File: src/rtl/gray_sync_decode_if.sv
// Bus bundle for gray_sync_decode: sampling controls in, decoded count and step status out.
// err_count is present only with GRAY_SYNC_ERRCNT_EN defined.
interface gray_sync_decode_if #(
  parameter int N = 8
);
  logic         enable;
  logic [N-1:0] gray_in;
  logic [N-1:0] bin_out;
  logic         bin_valid;
  logic [N-1:0] delta;
  logic         step_err;
`ifdef GRAY_SYNC_ERRCNT_EN
  logic [7:0]   err_count;
`endif

  modport master (
    output enable, gray_in,
`ifdef GRAY_SYNC_ERRCNT_EN
    input  err_count,
`endif
    input  bin_out, bin_valid, delta, step_err
  );

  modport slave (
    input  enable, gray_in,
`ifdef GRAY_SYNC_ERRCNT_EN
    output err_count,
`endif
    output bin_out, bin_valid, delta, step_err
  );
endinterface

File: src/rtl/gray_sync_decode.sv
// Synchronises a Gray count into clk, decodes to binary, reports advance and illegal steps.
// Latency SYNC_STAGES+1 edges; no backpressure (enable gates capture only); GRAY_SYNC_ERRCNT_EN adds err_count.
module gray_sync_decode #(
  parameter int N           = 8,
  parameter int SYNC_STAGES = 2
) (
  input logic               clk,
  input logic               reset,
  gray_sync_decode_if.slave bus
);
  localparam int FW = $clog2(SYNC_STAGES + 1);

  logic [N-1:0]  sync_q [SYNC_STAGES];
  logic [FW-1:0] fill;
  logic          filled;
  logic          capture;
  logic          prev_cap;
  logic [N-1:0]  g_s;
  logic [N-1:0]  b;
  logic [N-1:0]  gray_prev;
  logic [N-1:0]  gray_diff;
  logic          multi_bit;
  logic          step_det;

  assign g_s       = sync_q[SYNC_STAGES-1];
  assign filled    = (fill == FW'(SYNC_STAGES));
  assign capture   = bus.enable && filled;
  assign gray_diff = g_s ^ gray_prev;
  // More than one bit set iff clearing the lowest set bit leaves something behind.
  assign multi_bit = (gray_diff & (gray_diff - N'(1))) != '0;
  assign step_det  = capture && prev_cap && bus.bin_valid && multi_bit;

  // Binary bit i is the XOR of all Gray bits at or above i.
  always_comb begin
    b = '0;
    for (int i = 0; i < N; i++) begin
      b[i] = ^(g_s >> i);
    end
  end

  always_ff @(posedge clk or posedge reset) begin
    if (reset) begin
      for (int i = 0; i < SYNC_STAGES; i++) begin
        sync_q[i] <= '0;
      end
      fill <= '0;
    end else begin
      sync_q[0] <= bus.gray_in;
      for (int i = 1; i < SYNC_STAGES; i++) begin
        sync_q[i] <= sync_q[i-1];
      end
      if (!filled) begin
        fill <= fill + FW'(1);
      end
    end
  end

  always_ff @(posedge clk or posedge reset) begin
    if (reset) begin
      bus.bin_out   <= '0;
      bus.bin_valid <= 1'b0;
      bus.delta     <= '0;
      bus.step_err  <= 1'b0;
      gray_prev     <= '0;
      prev_cap      <= 1'b0;
    end else begin
      prev_cap     <= capture;
      bus.step_err <= step_det;
      if (capture) begin
        bus.bin_out   <= b;
        gray_prev     <= g_s;
        bus.bin_valid <= 1'b1;
        bus.delta     <= bus.bin_valid ? (b - bus.bin_out) : '0;
      end
    end
  end

`ifdef GRAY_SYNC_ERRCNT_EN
  // Counts alongside the step_err pulse so both become visible on the same edge.
  always_ff @(posedge clk or posedge reset) begin
    if (reset) begin
      bus.err_count <= '0;
    end else if (step_det && (bus.err_count != 8'hFF)) begin
      bus.err_count <= bus.err_count + 8'd1;
    end
  end
`endif
endmodule
File: src/flat_wrapper.sv
// flat-port wrapper written by rule: the top's interface ports become plain ports
module gray_sync_decode_flat 
#(
  parameter int N           = 8,
  parameter int SYNC_STAGES = 2
)
  (clk, reset, bus_enable, bus_gray_in, bus_bin_out, bus_bin_valid, bus_delta, bus_step_err);
  gray_sync_decode_if #(.N(N)) bus_i ();
  input logic clk;
  input logic reset;
  input wire logic [$bits(bus_i.enable)-1:0] bus_enable;
  input wire logic [$bits(bus_i.gray_in)-1:0] bus_gray_in;
  output wire logic [$bits(bus_i.bin_out)-1:0] bus_bin_out;
  output wire logic [$bits(bus_i.bin_valid)-1:0] bus_bin_valid;
  output wire logic [$bits(bus_i.delta)-1:0] bus_delta;
  output wire logic [$bits(bus_i.step_err)-1:0] bus_step_err;
  assign bus_i.enable = bus_enable;
  assign bus_i.gray_in = bus_gray_in;
  assign bus_bin_out = bus_i.bin_out;
  assign bus_bin_valid = bus_i.bin_valid;
  assign bus_delta = bus_i.delta;
  assign bus_step_err = bus_i.step_err;
  gray_sync_decode #(.N(N), .SYNC_STAGES(SYNC_STAGES)) u_core (.clk(clk), .reset(reset), .bus(bus_i));
endmodule
File: config.mk
export PLATFORM = sky130hd
export DESIGN_NAME = gray_sync_decode_flat
export DESIGN_NICKNAME = d
export VERILOG_FILES = /design/src/rtl/gray_sync_decode_if.sv /design/src/rtl/gray_sync_decode.sv /design/src/flat_wrapper.sv
export SDC_FILE = /design/constraint.sdc
export NUM_CORES = 1
export LEC_CHECK = 0
export ABC_AREA = 1
export CAP_MARGIN = 5
export CORE_ASPECT_RATIO = 1.4
export CORE_MARGIN = 2
export CORE_UTILIZATION = 50
export DETAILED_ROUTE_END_ITERATION = 8
export GPL_TIMING_DRIVEN = 0
export PLACE_DENSITY = 0.71
export SETUP_SLACK_MARGIN = 0.05
export SYNTH_ARGS = -nofsm -noshare
export SYNTH_HDL_FRONTEND = slang
export SYNTH_SLANG_ARGS = --single-unit
File: constraint.sdc
create_clock -name clk -period 5.8 [get_ports clk]
set_clock_uncertainty 0.15 [all_clocks]
set_input_delay 0.87 -clock clk [delete_from_list [all_inputs] [get_ports clk]]
set_output_delay 0.87 -clock clk [all_outputs]
set_load 0.005 [all_outputs]
==> summary.md, run 1 <==
| Metric | Value |
|---|---|
| Slew @ Worst Pin | `between 0.8 and 0.9 ns` |
| Hold EP | `u_core.g_s[4]$_DFF_PP0_` |
| Top FF cell, synth | `dfrtp_1` |
| Hold/Removal Path Class | `flip-flop to flip-flop` |
| Slew Viols, Final | `0` |
| Layout Cells excl Fill | `362` |
| Largest cells by area after synthesis | `dfrtp_1 49%, nand2_1 16%, inv_1 6.2%` |
| Vias/cell | `~4.7` |
| Drt pass-1 iters | `5` |
| Depth of the worst hold-timing path | `0` |
| Routability cong. | `between 0.9 and 1` |
| Critical R2R Launch | `u_core.g_s[7]$_DFF_PP0_` |
| Register-to-Register Path Depth | `15` |
| Fin Hold WS | `around 0.20 ns` |
| Fmax | `around 380 MHz` |
| Cells after Synth | `about 270` |
| R2R Setup Slk | `approximately 3.2 ns` |
| CP endpoint kind | `flip-flop` |
| Layout Nets | `322` |
| Post-synth top cells | `94 x nand2_1, 44 x dfrtp_1, 37 x inv_1, 18 x o21ai_0, 10 x nor2_1` |
| Cts hold-fix bufs | `0` |
| Endpoints failing setup | `0` |
| Root buffer cell | `clkbuf_8` |
| Top-count cell post-synth | `nand2_1` |
| Num ports | `29` |
| Inserted Clock Buffers | `5` |
| Layout cell share with drive strength beyond 1 | `7.95%` |
| Total gr overflow | `0` |
| RSZ-0062 raised after global routing | `no` |
| Clock latency at the later pin of the worst-skew pair | `roughly 0.3 ns` |
| Seq cells post-synth | `between 40 and 50` |
| Worst-path maximum fanout | `5` |
| Largest net degree at the start of global routing | `45` |
| N_diodes | `0` |
| Initial core utilization | `52.5%` |
| Status | `finished clean` |
| Final ANT Viol Nets | `0` |
| R2r endpoint | `u_core.bus.delta[7]$_DFFE_PP0P_` |
| Post-CTS setup buffer count | `0` |
| Hold Vio Cnt, Final | `0` |
| Lkg Pwr | `about 1.4 nW` |
| Max-Cap Viols | `0` |
| Crit share post-route | `between 40 and 50%` |
| First-pass GRT wire length | `around 7 mm` |
| I/O Buffers | `28` |
| Post_cts resized | `0` |
| Synth top area share | `between 40% and 50%` |
| Power Dens Cells | `between 300 and 400 mW/mm^2` |
| Clk slew on worst S/H paths | `0.08 ns` |
| Initial drt markers | `between 50 and 60` |
| Final Critical Period | `between 2 and 3 ns` |
| Seq/Total Area, Yosys | `approximately half` |
| Area Overhead vs Synth | `21.0%` |
| CTS tree | `built` |
| Syn nets | `287` |
| Sink Count | `44` |
| Core Rows | `28` |
| Post-Route Utilization | `a little under two thirds` |
| Critical path class | `flip-flop to flip-flop` |
| Mean post-synth cell area | `~8.4 um^2` |
| Critical path launch point type | `flip-flop` |
| Drt drc | `0` |
| FFs w/ async S/R, synth | `100%` |
| Initial antenna violation count | `0` |
| Synth unique cells | `27` |
| YS warnings | `0` |
| Worst path required time | `around 5.8 ns` |
| Worst Path Arrival | `between 2 and 3 ns` |
| CTS Buffer Depth | `2` |
| Die span in x | `slightly above 60 um` |
| Die Y | `83.0 um` |
| HP Start | `u_core.sync_q[12]$_DFF_PP0_` |
| Mapped Area | `0.00223 mm^2` |
| Core Area | `about 0.0042 mm^2` |
| Post-synth EDFFs | `0` |
| Avg WL per Cell | `11.2 um` |
| DP Wirelength | `between 3 and 4 mm` |
| Number of H-tree levels | `2` |
| DP Cell Count | `between 300 and 400` |
| VDD IR max | `between 200 and 250 uV` |
| TNS Setup | `0 ns` |
| Drt total wl | `around 4.1 mm` |
| Vias in the first global route | `roughly 1700` |
| Die ar. | `0.00501 mm^2` |
| Via count | `1719` |
| Yosys top cell by area | `dfrtp_1` |
| Slew HR | `approximately 41%` |
| GRT Total Usage | `18.5%` |
-- cells in the final DEF (no fill, tap or decap), drive strengths merged --
cell type	Yosys	routed
dfrtp	44	44
clkbuf	2	7
ha	9	9
nand3	8	8
a21oi	5	5
a21boi	1	1
nand2	99	99
o21bai	1	1
inv	41	41
clkinvlp	0	1
clkinv	1	2
clkdlybuf4s50	0	28
nand4	1	1
o21ai	24	24
fa	1	1
nor2	10	10
xor2	8	8
bufinv	0	1
xnor2	7	7
buf	3	3
a31oi	1	1
-- power breakdown --
part / switching (mW) / leakage (nW) / internal [mW]
combinational: 0.137 / 0.801 / 0.129
clock: 0.104 / 0.0541 / 0.127
sequential: 0.0266 / 0.521 / 0.348
total: 0.268 / 1.38 / 0.605
-- per-stage QoR --
stage	cell area [um^2]	worst slack, ns	total power [mW]
2_1_floorplan	2230	3.52	0.538
3_3_place_gp	2580	2.90	0.639
3_5_place_dp	2580	3.28	0.647
4_1_cts	2690	3.22	0.881
5_1_grt	2690	3.04	0.939
6_report	2690	3.19	0.873
-- kinds of logic (layout without fill, tap and decap cells) --
logic type / after synthesis / count (layout) / synth area share, %
DFF: 44 / 44 / 49.4
buffers and inverters: 47 / 83 / 8.43
and+or+nand+nor: 118 / 118 / 21.5
adders and majority gates: 10 / 10 / 5.96
xor gates and xnor gates: 15 / 15 / 7.08
AOI/OAI and AO/OA: 32 / 32 / 7.64
-- flip-flops by register name, summed over array words and instances (netlist names) --
name and flops:
u_core.bus.bin_out 8, u_core.bus.bin_valid 1, u_core.bus.delta 8, u_core.bus.step_err 1, u_core.fill 2, u_core.g_s 8
u_core.gray_prev 7, u_core.prev_cap 1, u_core.sync_q 8
-- routing by layer --
metal  part of all wire [%]  vias to the layer above  GRT usage [%]
li1                       -                      876              -
met1                     42                      791           20.6
met2                     52                       39           31.7
met3                    3.4                       13           3.74
met4                    3.4                        0           9.49
met5                      0                        -              0
-- cell type report --
cell class / count / area (um^2)
clock buffer: 5 / 68.8
buffer: 5 / 27.5
clock inverter: 3 / 42.5
fill: 373 / 1550
timing repair buffer: 28 / 280
sequential: 44 / 1100
tap: 60 / 75.1
inverter: 42 / 160
multi-input combinational: 175 / 938
-- worst max path at each step --
| stage | from | to | slack, ns |
|---|---|---|---|
| after floorplan | u_core.g_s[3]$_DFF_PP0_ | u_core.bus.delta[6]$_DFFE_PP0P_ | 3.52 |
| after global placement | reset | u_core.bus.bin_out[3]$_DFFE_PP0P_ | 2.90 |
| after detailed placement | u_core.g_s[7]$_DFF_PP0_ | u_core.bus.delta[6]$_DFFE_PP0P_ | 3.28 |
| after CTS | u_core.g_s[4]$_DFF_PP0_ | u_core.bus.delta[7]$_DFFE_PP0P_ | 3.22 |
| after global routing | u_core.g_s[4]$_DFF_PP0_ | u_core.bus.delta[7]$_DFFE_PP0P_ | 3.04 |
| final | u_core.g_s[7]$_DFF_PP0_ | u_core.bus.delta[7]$_DFFE_PP0P_ | 3.19 |
-- critical path: stages, from the launching register on --
cell and delay [ns]:
dfrtp_1 0.41, inv_1 0.08, nand2_1 0.06, nand2_2 0.15, inv_2 0.06, nand2_2 0.08
nand2_4 0.06, xnor2_1 0.15, ha_1 0.40, nand2_1 0.08, o21ai_1 0.30, nand3_1 0.17
nand2_1 0.11, nand2_1 0.07, nand3_1 0.11, nand2_1 0.06
No activity file was read; power rests on OpenSTA's default activity.
==> run 2, diff against run 1 <==
--- a/config.mk
+++ b/config.mk
@@ -9,10 +9,10 @@
 export CAP_MARGIN = 5
 export CORE_ASPECT_RATIO = 1.4
 export CORE_MARGIN = 2
-export CORE_UTILIZATION = 50
+export CORE_UTILIZATION = 49
 export DETAILED_ROUTE_END_ITERATION = 8
 export GPL_TIMING_DRIVEN = 0
-export PLACE_DENSITY = 0.71
+export PLACE_DENSITY = 0.73
 export SETUP_SLACK_MARGIN = 0.05
 export SYNTH_ARGS = -nofsm -noshare
 export SYNTH_HDL_FRONTEND = slang
==> constraint.sdc (replaced) <==
create_clock -name clk -period 2.2 [get_ports clk]
set_clock_uncertainty 0.15 [all_clocks]
set_input_delay 0.33 -clock clk [delete_from_list [all_inputs] [get_ports clk]]
set_output_delay 0.33 -clock clk [all_outputs]
set_load 0.005 [all_outputs]
==> summary.md, run 2 (synthesis gave the netlist of run 1 again) <==
| Metric | Value |
|---|---|
| Crit share post-route | `107% (+62 points)` |
| Largest net degree at the start of global routing | `45 (unchanged)` |
| Lkg Pwr | `1.50 nW (+8.8%)` |
| Total gr overflow | `0 (unchanged)` |
| Most frequent cells in the layout | `90 x nand2_1, 41 x dfrtp_1, 29 x inv_1` |
| Drt pass-1 iters | `4 (-1)` |
| Status | `finished, violations left` |
| Critical path launch point type | `flip-flop` |
| Setup WS post-layout | `-0.156 ns (-3.35 ns)` |
| Layout cell share with drive strength beyond 1 | `22.4% (+14 points)` |
| Fmax | `424 MHz (+11%)` |
| Initial antenna violation count | `0 (unchanged)` |
| Place WS | `-0.261 ns (-3.54 ns)` |
| Worst-path maximum fanout | `4 (-1)` |
| Initial drt markers | `83 (+43%)` |
| Clock latency at the later pin of the worst-skew pair | `0.29 ns (about the same)` |
| Critical path class | `flip-flop to flip-flop` |
| Endpoints failing setup | `6 (+6)` |
| GRT Total Usage | `19.6% (+1.1 points)` |
| Die ar. | `0.00511 mm^2 (+1.9%)` |
| Root buffer cell | `clkbuf_8` |
| Area Overhead vs Synth | `34.3%` |
| Slew HR | `41.0% (+0.048 points)` |
| Post-Route Utilization | `67.0% (+3.5 points)` |
| Commonest non-fill, non-tap cell in the layout | `nand2_1` |
| VDD IR max | `408 uV (+100%)` |
| Layout Nets | `337 (+4.7%)` |
| Core Rows | `29 (+3.6%)` |
| Die Y | `83.8 um (+0.97%)` |
| Final Critical Period | `2.36 ns (-0.253 ns)` |
| Sink Count | `44 (unchanged)` |
| Fin Hold WS | `0.200 ns (-0.00119 ns)` |
| Slew @ Worst Pin | `0.884 ns (-0.000724 ns)` |
| Drt drc | `0 (unchanged)` |
| Max-Cap Viols | `0 (unchanged)` |
| RSZ-0062 raised after global routing | `yes` |
| Via count | `1795 (+4.4%)` |
| Clk slew on worst S/H paths | `0.08 ns (about the same)` |
| Power Dens Cells | `838 mW/mm^2 (+160%)` |
| GRT busiest layer | `met2` |
| Hold/Removal Path Class | `flip-flop to flip-flop` |
| Final ANT Viol Nets | `0 (unchanged)` |
| # fillers | `367 (-1.6%)` |
| Drt total wl | `4.48 mm (+10%)` |
| N_diodes | `0 (unchanged)` |
| Cts hold-fix bufs | `0 (unchanged)` |
| DP Wirelength | `2.84 mm (-6.9%)` |
| Worst Path Arrival | `2.40 ns (-0.25 ns)` |
| Sequential cell area | `0.00110 mm^2 (+0.34%)` |
| Worst path required time | `2.24 ns (-3.60 ns)` |
| Initial core utilization | `49.9% (-2.6 points)` |
| CP endpoint kind | `flip-flop` |
| Area of the multi-input gates | `0.00111 mm^2 (+18%)` |
| Hold Vio Cnt, Final | `0 (unchanged)` |
| Number of H-tree levels | `2 (unchanged)` |
| CTS tree | `built` |
| Met1 Usage GRT | `22.4% (+1.8 points)` |
| Met2 Usage GRT | `34.5% (+2.8 points)` |
| Vias/cell | `4.74 (-0.26%)` |
| Inserted Clock Buffers | `5 (unchanged)` |
| Routability cong. | `0.940 (+0.89%)` |
| Vias in the first global route | `1812 (+9.8%)` |
| Die span in x | `61.0 um (+0.95%)` |
| First-pass GRT wire length | `7.60 mm (+9.4%)` |
| I/O Buffers | `28 (unchanged)` |
| Num ports | `29 (unchanged)` |
| Core Area | `0.00446 mm^2 (+5.3%)` |
| Avg WL per Cell | `11.8 um (+5.1%)` |
| CTS Buffer Depth | `2 (unchanged)` |
| Failing checks | `negative setup slack` |
| Slew Viols, Final | `0 (unchanged)` |
| GR Layer Usage met3 | `4.03% (+0.29 points)` |
==> run 2: changes by cell type in the layout (fill, tap and decap cells not counted), sizes merged <==
cell / delta
buf: +15
clkinv: -1
clkbuf: +1
clkinvlp: -1
inv: +1
==> run 2: cell type report <==
| class | instances | share of cell area (%) |
|---|---|---|
| inverter | 42 | 5.52 |
| sequential | 44 | 36.9 |
| clock inverter | 2 | 1.17 |
| tap | 62 | 2.59 |
| clock buffer | 6 | 2.43 |
| buffer | 5 | 1.13 |
| timing repair buffer | 43 | 13.3 |
| multi-input combinational | 175 | 37.0 |
==> run 2: power breakdown <==
part | internal [mW] | total (mW) | switching [mW]
Sequential | 0.919 | 0.993 | 0.0741
Combinational | 0.455 | 0.910 | 0.455
Clock | 0.337 | 0.605 | 0.268
Total | 1.71 | 2.51 | 0.797
==> run 2: what timing repair did <==
action,in CTS,in global routing
setup buffers,12,3
endpoints found under the setup margin,7,7
hold endpoints to repair,0,0
resized for setup,23,19
pin swaps,19,17
==> run 2: path summary, 6_finish.rpt <==
kind / depth (start not counted) / endpoint / from / slack (ns)
min in group asynchronous: 2 / u_core.bus.bin_out[6]$_DFFE_PP0P_ / reset / 0.39
min reg2reg: 0 / u_core.g_s[2]$_DFF_PP0_ / u_core.sync_q[10]$_DFF_PP0_ / 0.20
min: 0 / u_core.g_s[2]$_DFF_PP0_ / u_core.sync_q[10]$_DFF_PP0_ / 0.20
max: 16 / u_core.bus.delta[6]$_DFFE_PP0P_ / u_core.g_s[6]$_DFF_PP0_ / -0.16
max in group asynchronous: 2 / u_core.g_s[3]$_DFF_PP0_ / reset / 0.90
max reg2reg: 16 / u_core.bus.delta[6]$_DFFE_PP0P_ / u_core.g_s[6]$_DFF_PP0_ / -0.16
==> run 2: metal layers <==
layer	routed length, um	vias up
met2	2480	41
met4	99	0
met5	0	-
li1	-	905
met3	145	10
met1	1750	839
==> run 2: critical path, stage by stage (launching register included) <==
cell	delay, ns
dfrtp_1	0.43
inv_2	0.09
nand2_2	0.06
nand2_4	0.12
nand3_2	0.10
nand2_4	0.12
nand2_1	0.08
nand2_2	0.08
inv_2	0.05
ha_4	0.16
fa_2	0.37
inv_2	0.07
nand4_1	0.09
nand3_2	0.12
nand2_1	0.06
nand2_1	0.05
o21ai_1	0.05
==> run 2: through the flow <==
stage               setup TNS, ns  std cells  power [mW]  area (um^2)
CTS                        -0.173        376        2.43         2880
detailed placement         -0.958        356        1.72         2600
floorplan                 -0.0438        266        1.43         2240
global placement            -7.86        356        1.70         2600
global route                -1.36        379        2.68         2990
finish                     -0.601        379        2.51         2990
